File: src/rtl/gpio_pkg.sv
// Shared constants for the GPIO store channel: decoder address and collector defaults.
package gpio_pkg;
    localparam logic [31:0] GPIO_ADDR      = 32'd33135;
    localparam int          DEF_BYTE_W     = 8;
    localparam int          DEF_FIFO_DEPTH = 4;
endpackage

File: src/rtl/gpio_sync_fifo.sv
// Generic synchronous FIFO with registered storage and head word read at the read pointer.
// Latency: pushed word visible at head one cycle after the push edge (no fall-through).
// Backpressure: push ignored when full unless a pop happens on the same edge; pop ignored when empty.
module gpio_sync_fifo
    import gpio_pkg::*;
#(
    parameter int W     = DEF_BYTE_W,
    parameter int DEPTH = DEF_FIFO_DEPTH
) (
    input  logic         clk,
    input  logic         rst,
    input  logic         push,
    input  logic [W-1:0] push_dat,
    input  logic         pop,
    output logic         full,
    output logic         empty,
    output logic [W-1:0] head_dat
);
    localparam int AW = $clog2(DEPTH);
    localparam logic [AW:0] PTR_ONE = (AW+1)'(1);

    // One extra pointer bit separates full from empty; wrap is modulo 2*DEPTH.
    logic [AW:0]  wr_ptr;
    logic [AW:0]  rd_ptr;
    logic [W-1:0] mem [DEPTH];
    logic         do_push;
    logic         do_pop;

    assign empty    = (wr_ptr == rd_ptr);
    assign full     = (wr_ptr[AW] != rd_ptr[AW]) && (wr_ptr[AW-1:0] == rd_ptr[AW-1:0]);
    assign do_pop   = pop && !empty;
    assign do_push  = push && (!full || do_pop);
    assign head_dat = mem[rd_ptr[AW-1:0]];

    always_ff @(posedge clk or posedge rst) begin
        if (rst) begin
            wr_ptr <= '0;
            rd_ptr <= '0;
            for (int i = 0; i < DEPTH; i++) begin
                mem[i] <= '0;
            end
        end else begin
            if (do_push) begin
                mem[wr_ptr[AW-1:0]] <= push_dat;
                wr_ptr              <= wr_ptr + PTR_ONE;
            end
            if (do_pop) begin
                rd_ptr <= rd_ptr + PTR_ONE;
            end
        end
    end
endmodule

File: src/rtl/gpio_byte_collector.sv
// Assembles GPIO bit strobes into words and buffers them behind a valid/ready port.
// Latency: completed or flushed word appears at out_data/out_valid one cycle after the edge.
// Backpressure: words arriving while the FIFO is full (and not popping) are dropped and flag overflow.
module gpio_byte_collector
    import gpio_pkg::*;
#(
    parameter int BYTE_W     = DEF_BYTE_W,
    parameter int FIFO_DEPTH = DEF_FIFO_DEPTH,
    parameter int MSB_FIRST  = 1
) (
    input  logic                        clk,
    input  logic                        rst,
    input  logic                        gpio,
    input  logic                        gpio_flag,
    input  logic                        flush,
    output logic [BYTE_W-1:0]           out_data,
    output logic                        out_valid,
    input  logic                        out_ready,
    output logic [$clog2(BYTE_W):0]     bit_count,
    output logic [15:0]                 word_count,
    output logic                        overflow
);
    localparam int CW = $clog2(BYTE_W) + 1;

    logic [BYTE_W-1:0] sr;
    logic [BYTE_W-1:0] sr_shift;
    logic [BYTE_W-1:0] push_dat;
    logic [CW-1:0]     cnt_eff;
    logic [CW-1:0]     shamt;
    logic              complete;
    logic              push;
    logic              pop;
    logic              wr;
    logic              full;
    logic              empty;

    always_comb begin
        sr_shift = sr;
        if (gpio_flag) begin
            sr_shift = (MSB_FIRST != 0) ? {sr[BYTE_W-2:0], gpio} : {gpio, sr[BYTE_W-1:1]};
        end
    end

    // A same-cycle strobe is absorbed before any flush decision.
    assign cnt_eff  = bit_count + CW'(gpio_flag);
    assign complete = (cnt_eff == CW'(BYTE_W));
    assign push     = complete || (flush && (cnt_eff != '0));

    // The register is cleared after every push, so shifting by the missing bit
    // count both aligns a partial word and zero-pads it; a full word shifts by 0.
    assign shamt    = CW'(BYTE_W) - cnt_eff;
    assign push_dat = (MSB_FIRST != 0) ? (sr_shift << shamt) : (sr_shift >> shamt);

    assign out_valid = !empty;
    assign pop       = out_valid && out_ready;
    assign wr        = push && (!full || pop);

    always_ff @(posedge clk or posedge rst) begin
        if (rst) begin
            sr         <= '0;
            bit_count  <= '0;
            word_count <= '0;
            overflow   <= 1'b0;
        end else begin
            if (push) begin
                sr        <= '0;
                bit_count <= '0;
            end else if (gpio_flag) begin
                sr        <= sr_shift;
                bit_count <= cnt_eff;
            end
            if (wr) begin
                word_count <= word_count + 16'd1;
            end else if (push) begin
                overflow <= 1'b1;
            end
        end
    end

    gpio_sync_fifo #(
        .W     (BYTE_W),
        .DEPTH (FIFO_DEPTH)
    ) u_fifo (
        .clk      (clk),
        .rst      (rst),
        .push     (wr),
        .push_dat (push_dat),
        .pop      (pop),
        .full     (full),
        .empty    (empty),
        .head_dat (out_data)
    );
endmodule

File: config.mk
export PLATFORM = sky130hd
export DESIGN_NAME = gpio_byte_collector
export DESIGN_NICKNAME = d
export VERILOG_FILES = /design/src/rtl/gpio_pkg.sv /design/src/rtl/gpio_sync_fifo.sv /design/src/rtl/gpio_byte_collector.sv
export SDC_FILE = /design/constraint.sdc
export NUM_CORES = 1
export LEC_CHECK = 0
export ABC_AREA = 0
export BUFFER_PORTS_ARGS = -buffer_cell sky130_fd_sc_hd__clkbuf_2
export CAP_MARGIN = 20
export CORE_ASPECT_RATIO = 0.75
export CORE_MARGIN = 5
export CORE_UTILIZATION = 64
export DETAILED_ROUTE_END_ITERATION = 8
export GPL_ROUTABILITY_DRIVEN = 1
export GPL_TIMING_DRIVEN = 1
export PLACE_DENSITY = 0.85
export SYNTH_ARGS = -nofsm -noshare
export SYNTH_HDL_FRONTEND = slang
export SYNTH_HIERARCHICAL = 1
export SYNTH_SLANG_ARGS = --single-unit
File: constraint.sdc
create_clock -name clk -period 7.7 [get_ports clk]
set_input_delay 1.54 -clock clk [delete_from_list [all_inputs] [get_ports clk]]
set_output_delay 1.54 -clock clk [all_outputs]
set_load 0.05 [all_outputs]
# [Yosys cells after proc, flatten, opt, wreduce, memory -nomap -nowiden]
# Index checks and enable logic that the tools add are counted.
[word_totals] reg_bits=67 latch_bits=0 mem_bits_rw=0 rom_bits=0 inputBits=6 output_inout_bits=30 elab_cells=52 memories=0
[classes] addsub=5 n_mul=0 n_div=0 n_lt_le_gt_ge=3 eq_ne=4 shifts=1 n_mux=11 bitwise=3 reduce_logical=15
[ops] op="8-bit two-way mux" n=6
[ops] op="32-bit bitwise mux" n=1
[ops] op="16-bit by 1-bit adder with 16-bit output, second input constant" n=1
[ops] op="8-bit binary-select mux with 2-bit select" n=1
[ops] op="8-bit demux with 2-bit select" n=1
[ops] op="4-bit two-way mux" n=2
[ops] op="8-bit by 4-bit << shifter with 8-bit output" n=1
[ops] op="1-bit logical AND" n=7
[ops] op="3-bit by 1-bit adder with 3-bit output, second input constant" n=2
[ops] op="3-bit >= comparator, second input constant" n=2
[ops] op="2-bit NOT with 3-bit output" n=2
[ops] op="4-bit by 1-bit adder with 4-bit output" n=1
[ops] op="4-bit == test, second input constant" n=1
[ops] op="4-bit nonzero test" n=1
[ops] op="4-bit subtractor, first input constant" n=1
[ops] op="3-bit == test" n=1
[ops] op="1-bit logical OR" n=3
[ops] op="3-bit by 1-bit < comparator with 1-bit output, second input constant" n=1
[ops] op="2-bit == test" n=1
[ops] op="1-bit logical NOT" n=2
[ops] op="2-bit AND reduction" n=1
[ops] op="2-bit nonzero test" n=1
[ops] op="1-bit != test" n=1
[ops] op="1-bit NOT" n=1

# [Longest topological paths before layout]
# Gate-level depths: netlist of run 1.
[depth] depth_word=7 mapped_depth=9 ltp_nobuf=8

# [Modules after synthesis]
# Netlist of run 1, hierarchy kept.
[by_module_without_submodules] module="gpio_sync_fifo" n_inst=1 cells_per_inst=112 area_per_inst_um2=1905.6 seq_area_each_um2=950.9
[by_module_without_submodules] module="gpio_byte_collector" n_inst=1 cells_per_inst=192 area_per_inst_um2=1841.8 seq_area_each_um2=725.7

# [Worst setup path before layout of run 1]
# Ideal clock, no wire load.
[synth_timing] path_type="input port to flip-flop" from="input port gpio_flag" to="register u_fifo/mem[0] (netlist name)" setup_ns=0.125 arrival_time_ns=3.677 t_required_ns=7.575 setup_slack_ns=3.898 cell_stages=9 path_buffers=1 cell_sequence="ha_1 ha_1 or2_2 clkbuf_1 nor2_4 a221oi_4 and2_1 o41ai_4 mux2_2"
[synth_between] elab_chain_len=6 elab_cells_between_ends=11 cone_classes="add/sub: 2; eq/ne: 1; shift: 1; mux: 2; reduce/logical: 5"
[synth_rtl] element="start: declaration" line="gpio_byte_collector.sv:14" text="input logic gpio_flag,"
[synth_rtl] element="4-bit by 1-bit adder with 4-bit output (*)" line="gpio_byte_collector.sv:45" text="assign cnt_eff = bit_count + CW'(gpio_flag);"
[synth_rtl] element="4-bit nonzero test" line="gpio_byte_collector.sv:47" text="assign push = complete || (flush && (cnt_eff != '0));"
[synth_rtl] element="1-bit logical AND" line="gpio_byte_collector.sv:47"
[synth_rtl] element="1-bit logical OR (*)" line="gpio_byte_collector.sv:47"
[synth_rtl] element="1-bit logical AND (*)" line="gpio_byte_collector.sv:56" text="assign wr = push && (!full || pop);"
[synth_rtl] element="net wr" line="gpio_byte_collector.sv:33" text="logic wr;"
[synth_rtl] element="1-bit logical AND (*)" line="gpio_sync_fifo.sv:32" text="assign do_push = push && (!full || do_pop);"
[synth_rtl] element="end signal: indexed assignment" line="gpio_sync_fifo.sv:44" text="mem[wr_ptr[AW-1:0]] <= push_dat;"
[synth_rtl] element="end: declaration" line="gpio_sync_fifo.sv:25" text="logic [W-1:0] mem [DEPTH];"
# The timed path passes the listed nets; every way through them passes the cells marked *.
# A chain may end at the register's enable or synchronous reset.

# [Worst setup path in the final report of run 1]
[layout_timing] from="input port gpio_flag" to="register u_fifo/mem[8] (netlist name)"
# The elaborated chain is that of the path after synthesis.

==> metrics.txt, run 1 <==
die footprint 7500 µm²; Critical R2R Launch u_fifo/rd_ptr[1]; # rows 24; H-tree Lvls 3; Setup TNS Final 0 ns; final setup fails 0; CTS Buffer Depth 2; initial core utilization 65.3%; critical path peak fanout 24; max-cap violations 0; syn_area_per_cell 12.3 µm²; share of layout cells above drive strength 1 29.4%; worst min path class reg -> reg; status complete, no violations; antenna violations before repair 0; Final Max Tran Viols 0; area leader, netlist dfrtp_1; Pre-Repair DR Iteration Count 4; R2R depth 6; sequential share of the synthesized area 44.7%; P&R area growth vs syn 11.3%; port bufs 35; post-synthesis sequential element count 67; hold path cells 1; Hold Path Sink word_count[15]; r2r setup slk 4.49 ns; syn nets 318; WL per Instance 17.8 µm; DRT Wirelength 7510 µm; critical hold path startpoint word_count[15]; ANT cells 0; via-per-instance ratio 6.08; DR vias 2565; Mapped Area 3750 µm²; Die Span Y 76.3 µm; Tcrit/Tclk final 56.1%; WP data arrival 4.54 ns; Distinct cells, synth 53; Global Route Usage Sum 21.7%; Worst Max-Slew Pin Slew 1.01 ns; total CTS buffers 9; later-pin clock latency in the skew report 0.35 ns; postcts setup bufs 0; Hold Buf Count CTS 0; first-pass GRT wire length 12800 µm; RSZ-0062 raised after global routing no; Placeable Area 5740 µm²; total grt overflow 0; post-layout min period 4.32 ns; Max-slew headroom 31.9%; PwrDens 385 nW/µm²; Routability Congestion 0.953; Worst Path Required 7.93 ns; startpoint types primary input; Final Cell Area 4170 µm²; vias in the first global route 2563; leading post-synthesis cells by cell area dfrtp_1 (45%), mux2_2 (11%), mux4_1 (5.6%); Lkg Pwr 1.97 nW; share of the synthesized area in the top cell type 44.7%; Warnings, synthesis 6; DP HPWL 5420 µm; largest net degree at the start of global routing 39; Die W 98.4 µm; clock slew at reported path FFs 0.07 ns; CP Class in -> reg; cell count after synthesis 304; post-route ant nets 0; nets 354; Peak VDD IR 0.391 mV; cts repair resizes 0; Hold Vio Cnt, Final 0; Setup crit end kind register; placed inst area 3970 µm²; # DRC 0; clock root buffer clkbuf_8; CTS tree done; clock skew 0.0116 ns; worst flop-to-flop path endpoint u_fifo/mem[8]; # IOs 36; DR iter-0 viols 135; Fmax 232 MHz; clk sinks 67
cells by family (layout without fill, tap and decap cells):
kind of cell	count (synthesis)	count (layout)	synth area share (%)
AOI/OAI and AO/OA	43	43	11.1
and+or+nand+nor	85	85	11.8
xor gates and xnor gates	30	30	8.61
adders and majority gates	8	8	2.67
muxes	53	53	18.8
DFF	67	67	44.7
buffers and inverters	18	58	2.24
Yosys cell counts, drive strengths merged:
master    n
nor2b     6
clkbuf    7
o32a      1
nand3     8
a21boi    1
nor2     24
a32oi     2
or2       1
nand2b    3
o21a      1
nor4      1
mux4      8
nor3      7
nand2    11
buf       5
dfrtp    67
a221oi    1
mux2     35
mux2i    10
nand4     6
a22oi     1
or3       5
a21oi     9
o31ai     1
xor2     10
o41ai     5
xnor2    20
a31o      1
a311o     1
o221ai    2
and4      3
a221o     1
o311ai    1
a21o      1
a211oi    1
o21ai     6
a2111oi   1
o211ai    2
and3      4
and2      5
and3b     1
a31oi     1
inv       6
o221a     3
ha        8
area by class of cell:
| type | instances | area, µm² |
|---|---|---|
| clock buffer | 12 | 135 |
| clock inverter | 3 | 40.0 |
| fill | 392 | 1570 |
| inverter | 6 | 22.5 |
| multi-input combinational | 219 | 1990 |
| sequential | 67 | 1680 |
| tap | 78 | 97.6 |
| timing repair buffer | 37 | 210 |
per-stage QoR:
step | hold slack [ns] | worst slack, ns | power, mW | std cells | utilization, %
after detailed placement | 0.471 | 3.05 | 1.34 | 406 | 69.2
final | 0.482 | 3.38 | 1.61 | 422 | 72.7
after global placement | 0.462 | 3.09 | 1.32 | 406 | 69.2
after CTS | 0.483 | 3.40 | 1.61 | 421 | 72.2
after global routing | 0.520 | 3.15 | 1.71 | 422 | 72.7
after floorplan | 0.470 | 3.90 | 1.18 | 304 | -
worst max-delay path by stage:
stage,start,endpoint,cells past startpoint
detailed placement,gpio_flag,u_fifo/mem[16],9
CTS,gpio_flag,u_fifo/mem[16],9
floorplan,gpio_flag,u_fifo/mem[0],9
global route,gpio_flag,u_fifo/mem[31],9
global placement,gpio_flag,u_fifo/mem[13],9
finish,gpio_flag,u_fifo/mem[8],9
where the power goes:
group | leakage [nW] | switching (mW) | internal (mW)
Combinational | 0.978 | 0.505 | 0.288
Clock | 0.0902 | 0.127 | 0.147
Sequential | 0.900 | 0.107 | 0.432
Total | 1.97 | 0.739 | 0.867
cell usage in the layout (no fill, tap or decap), drive strengths merged, types with 2 or more instances in the layout:
master and instances:
xor2 10, and3 4, ha 8, nand2b 3
mux2i 10, and4 3, nand3 8, o211ai 2
mux2 35, nor3 7, clkinv 2, o221a 3
xnor2 20, or3 5, and2 5, a32oi 2
a21oi 9, inv 6, nand2 11, mux4 8
nand4 6, buf 2, o41ai 5, o221ai 2
o21ai 6, nor2b 6, nor2 24, dfrtp 67
clkbuf 47
layer usage:
metal  global-route usage (%)  wire, µm  vias to the layer above
li1                         -         -                     1201
met4                     7.91       126                        0
met5                        0         0                        -
met2                     32.6      3550                       77
met3                     6.22       434                       13
met1                     30.1      3400                     1274
state kept, by name (all words and copies together) (netlist names):
register,flops
overflow,1
u_fifo/rd_ptr,3
u_fifo/mem,32
u_fifo/wr_ptr,3
sr,8
bit_count,4
word_count,16
critical path, cell delays in order:
cell and delay, ns:
clkbuf_2 0.33, ha_1 0.37, ha_1 0.58, or2_2 0.28, nor2_4 0.09, a221oi_4 0.58, and2_1 0.26, o41ai_4 0.17
mux2_2 0.34
Power figures use the tool's default switching activity.
==> run 2: changes to the inputs <==
--- a/config.mk
+++ b/config.mk
@@ -10,11 +10,11 @@
 export CAP_MARGIN = 20
 export CORE_ASPECT_RATIO = 0.75
 export CORE_MARGIN = 5
-export CORE_UTILIZATION = 64
+export CORE_UTILIZATION = 59
 export DETAILED_ROUTE_END_ITERATION = 8
 export GPL_ROUTABILITY_DRIVEN = 1
 export GPL_TIMING_DRIVEN = 1
-export PLACE_DENSITY = 0.85
+export PLACE_DENSITY = 0.79
 export SYNTH_ARGS = -nofsm -noshare
 export SYNTH_HDL_FRONTEND = slang
 export SYNTH_HIERARCHICAL = 1
==> constraint.sdc (replaced) <==
create_clock -name clk -period 4.1 [get_ports clk]
set_input_delay 0.82 -clock clk [delete_from_list [all_inputs] [get_ports clk]]
set_output_delay 0.82 -clock clk [all_outputs]
set_load 0.05 [all_outputs]
==> run 2 against run 1 <==
  * Worst setup slack got worse by 2.6 ns
  * Design area up 2.1%
  * Global-route usage shrank 0.87 points
  * Sequential cell count did not move
  * Critical path depth is 3 lower
  * Via count is 1.3% higher
  * Sequential share of layout area down 0.83 points
  * Clock power is 100% higher
  * Die area grew 7.5%
==> metrics.txt, run 2 (same netlist as run 1, synthesis figures left out) <==
nets 360; Reg with most FFs u_fifo/mem; critical path peak fanout 11; Psw 1.40 mW; Flop pwr share 32.0%; CTS Buffer Depth 2; final setup fails 0; P&R area growth vs syn 13.6%; post-layout min period 3.33 ns; total chip power 3.10 mW; DRT Wirelength 7700 µm; postcts setup bufs 0; largest registers u_fifo/mem: 32 flops, word_count: 16 flops, sr: 8 flops; DP HPWL 5540 µm; later-pin clock latency in the skew report 0.34 ns; R2R depth 6; post-route ant nets 0; # DRC 0; die footprint 8060 µm²; cts repair resizes 0; Hold Vio Cnt, Final 0; PwrDens 728 nW/µm²; largest net degree at the start of global routing 30; Final Non-Filler Cells 431; Critical R2R Launch u_fifo/rd_ptr[1]; r2r setup slk 0.77 ns; first-pass GRT wire length 12700 µm; Comb power frac 50.3%; via-per-instance ratio 6.03; Peak VDD IR 0.585 mV; clock share of power 17.7%; Worst Max-Slew Pin Slew 1.05 ns; Lkg Pwr 2.01 nW; commonest non-fill, non-tap cell in the layout dfrtp_1; clock skew 0.00594 ns; H-tree Lvls 3; status complete, no violations; share of layout cells above drive strength 1 30.9%; hold slack final 0.424 ns; # rows 25; Largest register FFs 32; startpoint types register; port bufs 35; # IOs 36; WP data arrival 3.55 ns; most frequent cells in the layout dfrtp_1 (67), mux2_2 (35), clkbuf_2 (35); ANT cells 0; vias in the first global route 2533; worst min path class in -> async; antenna violations before repair 0; Max-slew headroom 29.8%; Die W 102 µm; Worst Path Required 4.32 ns; Die Span Y 79.0 µm; post-placement cell count 415; Hold Buf Count CTS 0; max-cap violations 0; Tcrit/Tclk final 81.1%; Pint 1.70 mW; CP Class reg -> reg; RSZ-0062 raised after global routing no; Pre-Repair DR Iteration Count 4; Placeable Area 6220 µm²; total CTS buffers 9; initial core utilization 60.2%; DR iter-0 viols 88; clk sinks 67; FILL cells 456; Setup crit end kind register; WL per Instance 17.9 µm; switching share of power 45.3%; Routability Congestion 0.935; worst flop-to-flop path endpoint u_fifo/mem[7]; Fmax 301 MHz; total grt overflow 0; clock slew at reported path FFs 0.07 ns; clock root buffer clkbuf_8; CTS tree done; Final Max Tran Viols 0; DR vias 2599; Global Route Usage Sum 20.8%; Setup TNS Final 0 ns
## run 2: changes by cell type in the layout (fill, tap and decap cells not counted)
cell,change
buf_4,+5
clkbuf_8,+2
buf_16,+1
clkbuf_1,-1
clkinv_2,-1
## run 2: routing by layer
metal	GRT usage (%)	vias to the layer above	share of wire [%]
met3	4.83	14	4.8
li1	-	1215	-
met5	0	-	0
met2	31.4	75	48
met1	29.4	1295	45
met4	7.86	0	1.7
## run 2: layout make-up
type	count	area (µm²)	area share, %
Sequential cell	67	1680	39.4
Inverter	6	22.5	0.529
Multi-Input combinational cell	219	1990	46.7
Clock buffer	13	159	3.73
Tap cell	81	101	2.38
Timing Repair Buffer	43	275	6.47
Clock inverter	2	35.0	0.823
## run 2: stage by stage
step           worst slack (ns)  instance area (µm²)  util (%)
3_3_place_gp              0.786                 4010      64.4
4_1_cts                   0.763                 4230      67.9
2_1_floorplan              1.02                 3750         -
6_report                  0.774                 4260      68.4
3_5_place_dp              0.796                 4040      64.8
5_1_grt                   0.611                 4260      68.4
## run 2: how the worst max path moves through the flow
stage	end	start	slack [ns]
2_1_floorplan	u_fifo/mem[0]	gpio_flag	1.02
5_1_grt	u_fifo/mem[3]	u_fifo/rd_ptr[1]	0.61
6_report	u_fifo/mem[7]	u_fifo/rd_ptr[1]	0.77
4_1_cts	u_fifo/mem[3]	u_fifo/rd_ptr[1]	0.76
3_3_place_gp	u_fifo/mem[4]	gpio_flag	0.79
3_5_place_dp	u_fifo/mem[7]	u_fifo/rd_ptr[1]	0.80
## run 2: power by group through the flow
| stage | combinational, mW | sequential [mW] | clock, mW |
|---|---|---|---|
| after floorplan | 1.14 | 1.07 | 0 |
| after global placement | 1.53 | 0.990 | 0 |
| after detailed placement | 1.55 | 1.00 | 0 |
| after CTS | 1.56 | 0.990 | 0.566 |
| after global routing | 1.69 | 1.01 | 0.591 |
| final | 1.56 | 0.992 | 0.548 |
## run 2: critical path: stages, from the launching register on
cell and delay (ns):
dfrtp_1 0.74, xor2_2 0.36, nor3_1 0.34, nand2b_1 0.27, inv_1 0.24, o41ai_4 0.83
mux2_2 0.42
==> run 3: changes to the inputs <==
--- a/config.mk
+++ b/config.mk
@@ -10,11 +10,11 @@
 export CAP_MARGIN = 20
 export CORE_ASPECT_RATIO = 0.75
 export CORE_MARGIN = 5
-export CORE_UTILIZATION = 59
+export CORE_UTILIZATION = 54
 export DETAILED_ROUTE_END_ITERATION = 8
 export GPL_ROUTABILITY_DRIVEN = 1
 export GPL_TIMING_DRIVEN = 1
-export PLACE_DENSITY = 0.79
+export PLACE_DENSITY = 0.77
 export SYNTH_ARGS = -nofsm -noshare
 export SYNTH_HDL_FRONTEND = slang
 export SYNTH_HIERARCHICAL = 1
==> constraint.sdc (replaced) <==
create_clock -name clk -period 2.9 [get_ports clk]
set_input_delay 0.58 -clock clk [delete_from_list [all_inputs] [get_ports clk]]
set_output_delay 0.58 -clock clk [all_outputs]
set_load 0.05 [all_outputs]
==> run 3 against run 2 <==
  * Combinational power up 54%
  * Worst setup slack got worse by 0.58 ns
  * First-iteration DRC count is 16% higher
  * Sequential cell count unchanged
  * Critical endpoint is now u_fifo/mem[8]
  * Largest cell class unchanged
==> metrics.txt, run 3 (same netlist as run 1, synthesis figures left out) <==
status complete, no violations; Worst Max-Slew Pin Slew 0.972 ns; Global Route Usage Sum 19.6%; P&R area growth vs syn 16.5%; ANT cells 0; Die Span Y 82.1 µm; Largest register FFs 32; total chip power 4.63 mW; nets 375; Tcrit/Tclk final 93.4%; Pre-Repair DR Iteration Count 4; Hold Buf Count CTS 0; DR vias 2610; worst flop-to-flop path endpoint u_fifo/mem[8]; Comb power frac 51.8%; Worst Path Required 3.13 ns; Crit path depth 6; commonest non-fill, non-tap cell in the layout dfrtp_1; Flop pwr share 29.4%; postcts setup bufs 0; WP data arrival 2.94 ns; antenna violations before repair 0; critical path peak fanout 8; total grt overflow 0; Final Non-Filler Cells 450; DP HPWL 5390 µm; largest registers u_fifo/mem: 32 flops, word_count: 16 flops, sr: 8 flops; slowest CP cell xnor2_1; r2r setup slk 0.19 ns; Hold Vio Cnt, Final 0; Fmax 369 MHz; Max-slew headroom 34.7%; share of layout cells above drive strength 1 34.7%; post-layout min period 2.71 ns; RSZ-0062 raised after global routing no; via-per-instance ratio 5.80; most frequent cells in the layout dfrtp_1 (66), mux2_2 (35), clkbuf_2 (35); first-pass GRT wire length 13100 µm; largest net degree at the start of global routing 39; CTS tree done; cts repair resizes 0; Final Cell Area 4370 µm²; Setup TNS Final 0 ns; # IOs 36; clock share of power 18.8%; FILL cells 560; CP Buf/Inv Count 0; final setup fails 0; Lkg Pwr 2.08 nW; Top Family by Delay on Critical Path XOR/XNOR gates; post-route ant nets 0; Routability Congestion 0.901; Reg with most FFs u_fifo/mem; max-cap violations 0; post-placement cell count 434; R2R depth 6; port bufs 35; vias in the first global route 2619; Placeable Area 6770 µm²; Critical R2R Launch u_fifo/rd_ptr[2]; clk sinks 67; DRT Wirelength 7540 µm; total CTS buffers 9; startpoint types register; DR iter-0 viols 102; Peak VDD IR 0.934 mV; CTS Buffer Depth 2; placed inst area 4140 µm²; worst min path class in -> async; switching share of power 44.1%; Setup crit end kind register; # rows 26; clock root buffer clkbuf_8; WL per Instance 16.8 µm; Die W 106 µm; PwrDens 1060 nW/µm²; clock slew at reported path FFs 0.07 ns; Pint 2.59 mW; # DRC 0; Final Max Tran Viols 0; die footprint 8720 µm²; H-tree Lvls 3; critical path, cell by cell xnor2_1 -> nor3_1 -> a221oi_4 -> and2_1 -> o41ai_4 -> mux2_2; Psw 2.04 mW; clock skew 0.00534 ns; later-pin clock latency in the skew report 0.34 ns; CP Class reg -> reg; Critical Path Max Stage Delay 0.80 ns; initial core utilization 55.4%; Crit. Startpoint u_fifo/rd_ptr[2]
run 3: cell types whose count changed in the layout (fill, tap and decap cells not counted):
cell	change
dfrtp_2	+1
clkinvlp_4	+2
buf_16	-2
dfrtp_1	-1
buf_4	+17
clkinv_4	+1
clkbuf_1	-2
clkbuf_8	-1
bufinv_16	+1
run 3: power by group through the flow:
stage / combinational, mW / sequential (mW) / clock, mW
floorplan: 1.61 / 1.52 / 0
global placement: 2.34 / 1.37 / 0
detailed placement: 2.39 / 1.37 / 0
CTS: 2.41 / 1.36 / 0.899
global route: 2.60 / 1.39 / 0.947
finish: 2.40 / 1.36 / 0.872
run 3: metal layers:
layer  vias to the layer above  global-route usage [%]  wire [µm]
li1                       1246                       -          -
met1                      1282                    26.8       3560
met5                         -                       0          0
met3                        12                    5.36        414
met2                        70                    30.3       3460
met4                         0                    6.86        107
run 3: how the worst max path moves through the flow:
stage	slack [ns]	endpoint
finish	0.19	u_fifo/mem[8]
global route	0.06	u_fifo/mem[4]
CTS	0.17	u_fifo/mem[8]
detailed placement	0.14	u_fifo/mem[22]
global placement	0.16	u_fifo/mem[31]
floorplan	0.05	u_fifo/mem[0]
run 3: layout make-up:
type                       instances  area, µm²  area share (%)
timing repair buffer              58        348            7.97
tap                               84        105            2.41
multi-input combinational        219       1990            45.5
sequential                        67       1680            38.4
clock inverter                     6       88.8            2.03
inverter                           6       22.5           0.516
clock buffer                      10        138            3.15
run 3: worst register-to-register path, cell delays in order, from the launching register on:
cell and delay, ns:
dfrtp_1 0.42, xnor2_1 0.80, nor3_1 0.25, a221oi_4 0.37
and2_1 0.22, o41ai_4 0.18, mux2_2 0.35
run 3: through the flow:
stage / setup slack, ns / hold WS (ns) / utilization [%]
finish: 0.191 / 0.293 / 64.5
global route: 0.0563 / 0.319 / 64.5
global placement: 0.162 / 0.461 / 61.2
CTS: 0.167 / 0.294 / 64.5
floorplan: 0.0540 / 0.470 / -
detailed placement: 0.138 / 0.468 / 61.2
